[src/rtl/busytable_pkg.sv]
// Shared definitions for the multi-port busy table.
//   PREG_NUM_DEF / PREG_W_DEF : default physical register count and index width
//   preg_t                    : preg index at default width
//   PREG_ZERO                 : hardwired-ready physical register
package busytable_pkg;

  localparam int unsigned PREG_NUM_DEF = 64;
  localparam int unsigned PREG_W_DEF   = $clog2(PREG_NUM_DEF);

  typedef logic [PREG_W_DEF-1:0] preg_t;

  localparam preg_t PREG_ZERO = '0;

endpackage

[src/rtl/busytable_rdport.sv]
// Single busy-table read port: bypasses same-cycle writeback and speculative
// wakeup/cancel events onto the registered busy bit.
//   rd_addr_i        : source preg index
//   busy_i           : registered busy vector
//   wb_en_i/wb_addr_i: writeback strobes and pregs (flattened)
//   spec_wake_*      : speculative wakeup issued this cycle
//   spec_vld_i/addr_i: wakeup issued last cycle, now in its confirm window
//   spec_cancel_i    : cancels the wakeup held in the spec stage
//   rd_busy_o        : 1 = source not ready
//   rd_spec_o        : 1 = source ready only speculatively
module busytable_rdport
  import busytable_pkg::*;
#(
  parameter int unsigned PREG_NUM = PREG_NUM_DEF,
  parameter int unsigned PREG_W   = $clog2(PREG_NUM),
  parameter int unsigned NUM_WB   = 2
) (
  input  logic [PREG_W-1:0]        rd_addr_i,
  input  logic [PREG_NUM-1:0]      busy_i,
  input  logic [NUM_WB-1:0]        wb_en_i,
  input  logic [NUM_WB*PREG_W-1:0] wb_addr_i,
  input  logic                     spec_wake_en_i,
  input  logic [PREG_W-1:0]        spec_wake_addr_i,
  input  logic                     spec_vld_i,
  input  logic [PREG_W-1:0]        spec_addr_i,
  input  logic                     spec_cancel_i,
  output logic                     rd_busy_o,
  output logic                     rd_spec_o
);

  logic wb_hit;
  logic wake_hit;
  logic cancel_hit;
  logic confirm_hit;
  logic is_zero;

  always_comb begin
    wb_hit = 1'b0;
    for (int k = 0; k < int'(NUM_WB); k++) begin
      if (wb_en_i[k] && (wb_addr_i[k*PREG_W +: PREG_W] == rd_addr_i)) begin
        wb_hit = 1'b1;
      end
    end
  end

  assign is_zero     = (rd_addr_i == PREG_W'(PREG_ZERO));
  assign wake_hit    = spec_wake_en_i && (spec_wake_addr_i == rd_addr_i);
  assign cancel_hit  = spec_vld_i && spec_cancel_i && (spec_addr_i == rd_addr_i);
  assign confirm_hit = spec_vld_i && !spec_cancel_i && (spec_addr_i == rd_addr_i);

  // Priority: preg 0, writeback, cancel (re-busy), wakeup, stored bit.
  always_comb begin
    rd_busy_o = busy_i[rd_addr_i];
    rd_spec_o = 1'b0;
    if (is_zero) begin
      rd_busy_o = 1'b0;
    end else if (wb_hit) begin
      rd_busy_o = 1'b0;
    end else if (cancel_hit) begin
      rd_busy_o = 1'b1;
    end else if (wake_hit) begin
      rd_busy_o = 1'b0;
    end
    if (!rd_busy_o && !is_zero && !wb_hit && (wake_hit || confirm_hit)) begin
      rd_spec_o = 1'b1;
    end
  end

endmodule

[src/rtl/busytable_mp.sv]
// Multi-port rename busy table with one speculative load-wakeup channel.
//   clock_i/reset_i          : clock, async active-high reset
//   rd_addr_i/rd_busy_o/rd_spec_o : NUM_RD combinational read ports
//   alloc_en_i/alloc_addr_i  : set-busy ports (rename destinations)
//   wb_en_i/wb_addr_i        : clear-busy ports (completed pregs)
//   spec_wake_en_i/addr_i    : speculative load wakeup (clears busy)
//   spec_cancel_i            : re-sets busy for last cycle's wakeup
//   flush_i                  : clears the whole table next cycle
//   busy_cnt_o               : registered number of busy pregs
module busytable_mp
  import busytable_pkg::*;
#(
  parameter int unsigned PREG_NUM  = PREG_NUM_DEF,
  parameter int unsigned PREG_W    = $clog2(PREG_NUM),
  parameter int unsigned NUM_RD    = 4,
  parameter int unsigned NUM_ALLOC = 2,
  parameter int unsigned NUM_WB    = 2
) (
  input  logic                        clock_i,
  input  logic                        reset_i,
  input  logic [NUM_RD*PREG_W-1:0]    rd_addr_i,
  output logic [NUM_RD-1:0]           rd_busy_o,
  output logic [NUM_RD-1:0]           rd_spec_o,
  input  logic [NUM_ALLOC-1:0]        alloc_en_i,
  input  logic [NUM_ALLOC*PREG_W-1:0] alloc_addr_i,
  input  logic [NUM_WB-1:0]           wb_en_i,
  input  logic [NUM_WB*PREG_W-1:0]    wb_addr_i,
  input  logic                        spec_wake_en_i,
  input  logic [PREG_W-1:0]           spec_wake_addr_i,
  input  logic                        spec_cancel_i,
  input  logic                        flush_i,
  output logic [PREG_W:0]             busy_cnt_o
);

  localparam int unsigned CNT_W = PREG_W + 1;

  logic [PREG_NUM-1:0] busy_q, busy_d;
  logic                spec_vld_q, spec_vld_d;
  logic [PREG_W-1:0]   spec_addr_q, spec_addr_d;
  logic [CNT_W-1:0]    busy_cnt_q, busy_cnt_d;

  logic [PREG_NUM-1:0] alloc_hit;
  logic [PREG_NUM-1:0] wb_hit;
  logic [PREG_NUM-1:0] cancel_hit;
  logic [PREG_NUM-1:0] wake_hit;
  logic [CNT_W-1:0]    set_cnt;
  logic [CNT_W-1:0]    clr_cnt;

  // One-hot decode of every write source; duplicates collapse naturally.
  always_comb begin
    alloc_hit  = '0;
    wb_hit     = '0;
    cancel_hit = '0;
    wake_hit   = '0;
    for (int k = 0; k < int'(NUM_ALLOC); k++) begin
      if (alloc_en_i[k]) alloc_hit[alloc_addr_i[k*PREG_W +: PREG_W]] = 1'b1;
    end
    for (int k = 0; k < int'(NUM_WB); k++) begin
      if (wb_en_i[k]) wb_hit[wb_addr_i[k*PREG_W +: PREG_W]] = 1'b1;
    end
    if (spec_vld_q && spec_cancel_i) cancel_hit[spec_addr_q] = 1'b1;
    if (spec_wake_en_i) wake_hit[spec_wake_addr_i] = 1'b1;
  end

  // Per-entry next state: flush > alloc > wb > cancel > wake.
  always_comb begin
    busy_d = busy_q;
    for (int j = 1; j < int'(PREG_NUM); j++) begin
      if (flush_i)            busy_d[j] = 1'b0;
      else if (alloc_hit[j])  busy_d[j] = 1'b1;
      else if (wb_hit[j])     busy_d[j] = 1'b0;
      else if (cancel_hit[j]) busy_d[j] = 1'b1;
      else if (wake_hit[j])   busy_d[j] = 1'b0;
    end
    busy_d[0] = 1'b0;
  end

  // Count only real transitions so the counter tracks popcount exactly.
  always_comb begin
    set_cnt = '0;
    clr_cnt = '0;
    for (int j = 1; j < int'(PREG_NUM); j++) begin
      set_cnt = set_cnt + CNT_W'(busy_d[j] & ~busy_q[j]);
      clr_cnt = clr_cnt + CNT_W'(~busy_d[j] & busy_q[j]);
    end
    busy_cnt_d = flush_i ? '0 : (busy_cnt_q + set_cnt - clr_cnt);
  end

  // Spec stage holds a wakeup for exactly one confirm/cancel cycle.
  always_comb begin
    spec_vld_d  = spec_wake_en_i && !flush_i &&
                  (spec_wake_addr_i != PREG_W'(PREG_ZERO));
    spec_addr_d = spec_wake_en_i ? spec_wake_addr_i : spec_addr_q;
  end

  always_ff @(posedge clock_i or posedge reset_i) begin
    if (reset_i) begin
      busy_q      <= '0;
      spec_vld_q  <= 1'b0;
      spec_addr_q <= '0;
      busy_cnt_q  <= '0;
    end else begin
      busy_q      <= busy_d;
      spec_vld_q  <= spec_vld_d;
      spec_addr_q <= spec_addr_d;
      busy_cnt_q  <= busy_cnt_d;
    end
  end

  assign busy_cnt_o = busy_cnt_q;

  for (genvar i = 0; i < int'(NUM_RD); i++) begin : g_rd
    busytable_rdport #(
      .PREG_NUM (PREG_NUM),
      .PREG_W   (PREG_W),
      .NUM_WB   (NUM_WB)
    ) u_rdport (
      .rd_addr_i        (rd_addr_i[i*PREG_W +: PREG_W]),
      .busy_i           (busy_q),
      .wb_en_i          (wb_en_i),
      .wb_addr_i        (wb_addr_i),
      .spec_wake_en_i   (spec_wake_en_i),
      .spec_wake_addr_i (spec_wake_addr_i),
      .spec_vld_i       (spec_vld_q),
      .spec_addr_i      (spec_addr_q),
      .spec_cancel_i    (spec_cancel_i),
      .rd_busy_o        (rd_busy_o[i]),
      .rd_spec_o        (rd_spec_o[i])
    );
  end

endmodule

[config.mk]
export PLATFORM = sky130hd
export DESIGN_NAME = busytable_mp
export DESIGN_NICKNAME = d
export VERILOG_FILES = /design/src/rtl/busytable_pkg.sv /design/src/rtl/busytable_rdport.sv /design/src/rtl/busytable_mp.sv
export SDC_FILE = /design/constraint.sdc
export NUM_CORES = 1
export LEC_CHECK = 0
export CAP_MARGIN = 20
export CORE_MARGIN = 4
export CORE_UTILIZATION = 24
export CTS_CLUSTER_SIZE = 16
export DETAILED_ROUTE_END_ITERATION = 7
export HOLD_SLACK_MARGIN = 0.1
export PLACE_DENSITY_LB_ADDON = 0.2
export SYNTH_ARGS = -nofsm -noshare
export SYNTH_HDL_FRONTEND = slang
export SYNTH_SLANG_ARGS = --single-unit
[constraint.sdc]
create_clock -name clock_i -period 22.9 [get_ports clock_i]
set_clock_uncertainty 0.15 [all_clocks]
set_input_delay 4.58 -clock clock_i [delete_from_list [all_inputs] [get_ports clock_i]]
set_output_delay 4.58 -clock clock_i [all_outputs]
set_load 0.01 [all_outputs]
# Word-level counts from Yosys, hierarchy flattened
# Index checks and enable logic that the tools add are counted.
# Widths: inputs -> output; s select.
[word_totals]
inputBits = 63
reg_bits = 77
elab_cells = 851
output_inout_bits = 15
[op_classes]
n_mux = 370
n_bitwise = 254
add_sub_neg = 126
n_reduce_logical = 65
n_eq_ne = 16
order_cmp = 16
[op_table]
columns = ["op", "count"]
rows = [
  ["$not 1->7", 126],
  ["$add 7x7->7", 125],
  ["$and 1x7->7", 63],
  ["$and 7x1->7", 63],
  ["$mux 64", 6],
  ["$mux 1", 353],
  ["$or 64x64->64", 2],
  ["$eq 6x6->1", 16],
  ["$lt 6x7->1 const B", 10],
  ["$logic_and 1x1->1", 42],
  ["$demux 1 s6", 6],
  ["$ge 6x1->1 const B", 6],
  ["$bmux 1 s6", 4],
  ["$logic_not 6->1", 4],
  ["$logic_not 1->1", 14],
  ["$mux 7", 1],
  ["$sub 7x7->7", 1],
  ["$reduce_bool 6->1", 1],
  ["$logic_or 1x1->1", 4],
]

# Logic depth before layout (Yosys ltp)
[depth]
word_depth = 76
depth_mapped = 32

# Modules after synthesis
# A second synthesis with hierarchy kept.
[hier_totals]
cells_unflattened = 1528
area_unflattened_um2 = 13894.6
[by_module_without_submodules]
columns = ["module", "cells_per_inst", "n_inst", "area_each_um2"]
rows = [
  ["busytable_mp", 1120, 1, 9890.7],
  ["busytable_rdport", 102, 4, 1001.0],
]

# Least setup slack after synthesis
# No wires, ideal clock.
[synth_timing]
path_type = "input -> register"
startpoint = "input port wb_addr_i[8]"
endpoint = "register busy_cnt_q[6], in the netlist busy_cnt_o[6]"
n_path_buf = 2
t_required_ns = 22.614
path_slack_ns = 10.186
stages = 29
arrival_ns = 12.428
cell_sequence = "clkbuf_1 -> nor2b_1 -> and2_1 -> clkbuf_1 -> a222oi_1 -> o21bai_1 -> or2_2 -> fa_1 -> fa_1 -> inv_1 -> fa_1 -> fa_1 -> inv_1 -> fa_1 -> fa_1 -> fa_1 -> inv_1 -> fa_1 -> fa_1 -> fa_1 -> ha_1 -> inv_1 -> fa_1 -> nor2b_1 -> o21ai_0 -> a21oi_1 -> o21ai_0 -> a21oi_1 -> nor3b_1"
[synth_between]
elab_chain_len = 75
elab_cells_between_ends = 512
classes_between = "126 x add/sub; 2 x order compare; 193 x mux; 190 x bitwise; 1 x reduce/logical"
[synth_rtl]
columns = ["element", "line", "rtl"]
rows = [
  ["from (decl)", "busytable_mp.sv:27", "input logic [NUM_WB*PREG_W-1:0] wb_addr_i,"],
  ["$lt 6x7->1 (implied by the code) / $ge 6x1->1 (equally long branches)", "busytable_mp.sv:59", "if (wb_en_i[k]) wb_hit[wb_addr_i[k*PREG_W +: PREG_W]] = 1'b1;"],
  ["$logic_and 1x1->1 (implied by the code)", "busytable_mp.sv:59", ""],
  ["$mux 1 (implied by the code)", "busytable_mp.sv:59", ""],
  ["$demux 1 s6 (*)", "busytable_mp.sv:59", ""],
  ["$or 64x64->64 (no line) (*)", "--", ""],
  ["$mux 64 (*)", "busytable_mp.sv:59", ""],
  ["$mux 1", "busytable_mp.sv:71", "else if (wb_hit[j]) busy_d[j] = 1'b0;"],
  ["$mux 1", "busytable_mp.sv:70", "else if (alloc_hit[j]) busy_d[j] = 1'b1;"],
  ["$mux 1", "busytable_mp.sv:69", "if (flush_i) busy_d[j] = 1'b0;"],
  ["$and 1x7->7 / $not 1->7 (equally long branches)", "busytable_mp.sv:83, busytable_mp.sv:84", ""],
  ["$add 7x7->7 / $and 7x1->7 (equally long branches)", "busytable_mp.sv:83, busytable_mp.sv:84", ""],
  ["$add 7x7->7 (on tied branches) (61 in series)", "busytable_mp.sv:83, busytable_mp.sv:84", ""],
  ["$add 7x7->7 (on tied branches)", "busytable_mp.sv:86, busytable_mp.sv:84", ""],
  ["$sub 7x7->7 (*)", "busytable_mp.sv:86", "busy_cnt_d = flush_i ? '0 : (busy_cnt_q + set_cnt - clr_cnt);"],
  ["$mux 7 (*)", "busytable_mp.sv:86", ""],
  ["via busy_cnt_d[6]", "busytable_mp.sv:40", "logic [CNT_W-1:0] busy_cnt_q, busy_cnt_d;"],
  ["to (signal assigned)", "busytable_mp.sv:106", "busy_cnt_q <= busy_cnt_d;"],
  ["to (decl)", "busytable_mp.sv:40", ""],
]
# The timed path passes the listed nets; every way through them passes the cells marked *.
# A chain may end at the register's enable or synchronous reset.

# Worst setup path in the final report
[layout_timing]
startpoint = "input port spec_wake_addr_i[5]"
endpoint = "register busy_cnt_q[6], in the netlist busy_cnt_o[6]"
[layout_between]
elab_chain_len = 76
elab_cells_between_ends = 637
classes_between = "126 x add/sub; 2 x order compare; 319 x mux; 189 x bitwise; 1 x reduce/logical"
[layout_rtl]
columns = ["element", "line", "rtl"]
rows = [
  ["from (decl)", "busytable_mp.sv:29", "input logic [PREG_W-1:0] spec_wake_addr_i,"],
  ["$lt 6x7->1 (implied by the code) / $ge 6x1->1 (equally long branches)", "busytable_mp.sv:62", "if (spec_wake_en_i) wake_hit[spec_wake_addr_i] = 1'b1;"],
  ["$logic_and 1x1->1 (implied by the code)", "busytable_mp.sv:62", ""],
  ["$mux 1 (implied by the code)", "busytable_mp.sv:62", ""],
  ["$demux 1 s6 (*)", "busytable_mp.sv:62", ""],
  ["$mux 64 (*)", "busytable_mp.sv:62", ""],
  ["$mux 1", "busytable_mp.sv:73", "else if (wake_hit[j]) busy_d[j] = 1'b0;"],
  ["$mux 1", "busytable_mp.sv:72", "else if (cancel_hit[j]) busy_d[j] = 1'b1;"],
  ["$mux 1", "busytable_mp.sv:71", ""],
  ["$mux 1", "busytable_mp.sv:70", ""],
  ["$mux 1", "busytable_mp.sv:69", ""],
  ["$and 1x7->7 / $not 1->7 (equally long branches)", "busytable_mp.sv:83, busytable_mp.sv:84", ""],
  ["$add 7x7->7 / $and 7x1->7 (equally long branches)", "busytable_mp.sv:83, busytable_mp.sv:84", ""],
  ["$add 7x7->7 (on tied branches) (61 in series)", "busytable_mp.sv:83, busytable_mp.sv:84", ""],
  ["$add 7x7->7 (on tied branches)", "busytable_mp.sv:86, busytable_mp.sv:84", ""],
  ["$sub 7x7->7 (*)", "busytable_mp.sv:86", ""],
  ["$mux 7 (*)", "busytable_mp.sv:86", ""],
  ["via busy_cnt_d[6]", "busytable_mp.sv:40", ""],
]
# Marks and branches as above.

==> metrics.yaml <==
grt:
  grt_pass1_wl_mm: 102
  grt_pass1_vias: 13500
  grt_busiest_layer: "met2"
  antenna_found_initial: 3
  grt_max_degree: 78
  track_usage_pct: 23.7
  grt_remaining_overflow: 0
  use_met2_pct: 38.4
  met3_usage_pct: 3.90
  grt_use_met1_pct: 30.6
power:
  p_int_w: 0.000697
  irDropWorstVdd_mv: 0.210
  pwr-share-comb_pct: 74.9
  leakagePower_nw: 6.35
  pwr-share-seq_pct: 12.9
  power_density_nw_per_um2: 88.4
  swShare_pct: 48.3
  p_switching_w: 0.000650
  power.share.clock_pct: 12.3
hold_path:
  min_path_type: "reg2reg"
  hp-start: "busy_cnt_o[6]"
  holdPathStages: 5
  min_to: "busy_cnt_o[6]"
drt:
  drtPass1Iterations: 8
  drt_iter0_markers: 1845
  wirelength_mm: 72.1
  antenna_left: 0
  vias_per_cell: 5.62
  drt-wirelength-per-cell_microns: 30.2
  num_vias: 13400
  drc: 4
clock_network:
  root_buffer: "clkbuf_16"
  clock_sinks: 77
  cts_htree_levels: 3
  cts_setup_buffers: 0
  clockBufferDepth: 2
  postCtsResizedCells: 0
  cts.clk_slew.worst_paths_ps: 70
  cts_tree: "yes"
  cts_made_buffers: 9
  ctsHoldBuffers: 0
  worstSkewPairLatency_ps: 370
status:
  failed_checks: "design-rule violations"
  status: "complete, but fails checks"
critical_path:
  worstReg2RegEnd: "busy_cnt_o[6]"
  rr_worst_depth: 26
  slowest_delay_ps: 740
  rrSetupSlack_ps: 12610
  crit_path_max_fanout: 14
  r2r_start: "spec_addr_q[1]"
  cp.required_ps: 22970
  setup.worst_path.class: "in2reg"
  cp-start-kind: "input port"
  slowest_stage: "clkdlybuf4s50_1"
  crit_arrival_ps: 14410
  end_kind: "flip-flop"
  crit_top_cell: "fa_1"
floorplan:
  initial_core_util_pct: 24.4
  die-area_sq_um: 60000
  die_w_microns: 245
  rows: 86
  ioPinCount: 78
  die-height_microns: 245
  core_area_sq_um: 55300
place:
  dpl.hpwl_mm: 57.0
  place.gp.congestion: 1.00
  placed_area_sq_um: 14900
  port-buffer-count: 77
synthesis:
  synth_warnings: 0
  ys_seq_area_share_pct: 14.3
  avgSynthCellArea_sq_um: 8.31
  ys_ff_latch: 77
  async_reset_ff_share_pct: 100
  synth_cell_types: 74
  synth_enable_flop_cells: 0
  synth-main-ff-cell: "dfrtp_1"
  syn_inst: 1623
  netlist_area_sq_um: 13500
  syn_nets: 1830
layout:
  final_util_pct: 27.5
  drive_above_1_share_pct: 9.17
  final_common_cell: "inv_1"
  nNetsFinal: 1837
  mostFrequentLayoutCells: "inv_1, nand2_1, fa_1"
  stdcell_area_sq_um: 15200
  syn_to_final_growth_pct: 12.9
sta:
  rsz0062_at_grt: "no"
  finalCritPeriodShare_pct: 62.6
  setup_viol_count_final: 0
  slew_violations: 0
  max_freq_mhz: 69.8
  fin_crit_ps: 14340
  hold_violations: 0
  relSlewSlack_pct: 22.4
  finalSetupTns_ps: 0
  worst_pin_slew_ps: 1160
flow_run:
  drv_cap: 0
-- Yosys cell counts (29+ instances only) --
library cell	number	area share, %
inv_1	197	5.5
nand2_1	140	3.9
fa_1	117	17
nor2_1	101	2.8
dfrtp_1	77	14
o21ai_0	75	2.8
o22ai_1	62	2.9
xnor2_1	60	3.9
o21bai_1	51	2.8
a222oi_1	50	3.7
clkbuf_1	47	1.3
nand3_1	46	1.7
mux2i_1	44	3.3
xor2_1	42	2.7
buf_2	39	1.4
or2_2	38	1.8
nor3_1	32	1.2
nor2b_1	30	1.4
nand2b_1	29	1.3
-- worst max-delay path: cells and delay by family --
family / cells / cell delay (ps)
AO/OA/AOI/OAI: 7 / 1910
adder cells (fa/ha/maj): 12 / 5770
AND/OR/NAND/NOR: 4 / 1130
buffers and inverters: 6 / 1010
-- cell families after synthesis --
logic type	Yosys count	synth area share, %
and+or+nand+nor	559	21.7
AOI/OAI and AO/OA	333	17.7
buffers and inverters	310	9.44
adders and majority gates	144	19.9
xor gates and xnor gates	102	6.63
muxes	98	10.4
DFF	77	14.3
-- cell type report --
class,count,area [sq um]
diodes,2,5.00
multi-input cells,1236,10300
clock buffers,11,243
flip-flops and latches,77,1930
well taps,748,936
clock inverters,5,83.8
repair buffers,109,1000
inverters,197,741
fillers,6038,40100
-- flip-flops by register name, summed over array words and instances, names as in the netlist --
register and count:
spec_vld_q 1, spec_addr_q 6, busy_cnt_o 7, busy_q 63
-- layer usage --
metal | wire, microns | share of wire, %
met1 | 29900 | 42
met2 | 33100 | 46
met3 | 4950 | 6.9
met4 | 4100 | 5.7
met5 | 13 | 0.018
-- power groups by stage --
stage	combinational (W)	clock, W	sequential [W]
finish	0.00101	0.000165	0.000174
global placement	0.00102	0	0.000176
detailed placement	0.00101	0	0.000175
CTS	0.00102	0.000169	0.000173
floorplan	0.000801	0	0.000165
global route	0.00118	0.000175	0.000174
-- how the worst max path moves through the flow --
stage,cells past startpoint,to,from
global route,29,busy_cnt_o[6],spec_wake_addr_i[4]
global placement,29,busy_cnt_o[6],spec_wake_addr_i[3]
CTS,29,busy_cnt_o[6],spec_wake_addr_i[3]
finish,29,busy_cnt_o[6],spec_wake_addr_i[5]
detailed placement,29,busy_cnt_o[6],spec_wake_addr_i[3]
floorplan,29,busy_cnt_o[6],wb_addr_i[8]
-- metrics by stage --
step	std cells	hold WS [ps]	power, W	setup slack, ps
2_1_floorplan	1623	475	0.000966	10190
3_3_place_gp	2365	809	0.00119	8190
3_5_place_dp	2367	768	0.00118	8220
4_1_cts	2383	798	0.00136	8550
5_1_grt	2383	874	0.00153	8120
6_report	2385	783	0.00135	8560
(Power assumes the default switching activity.)
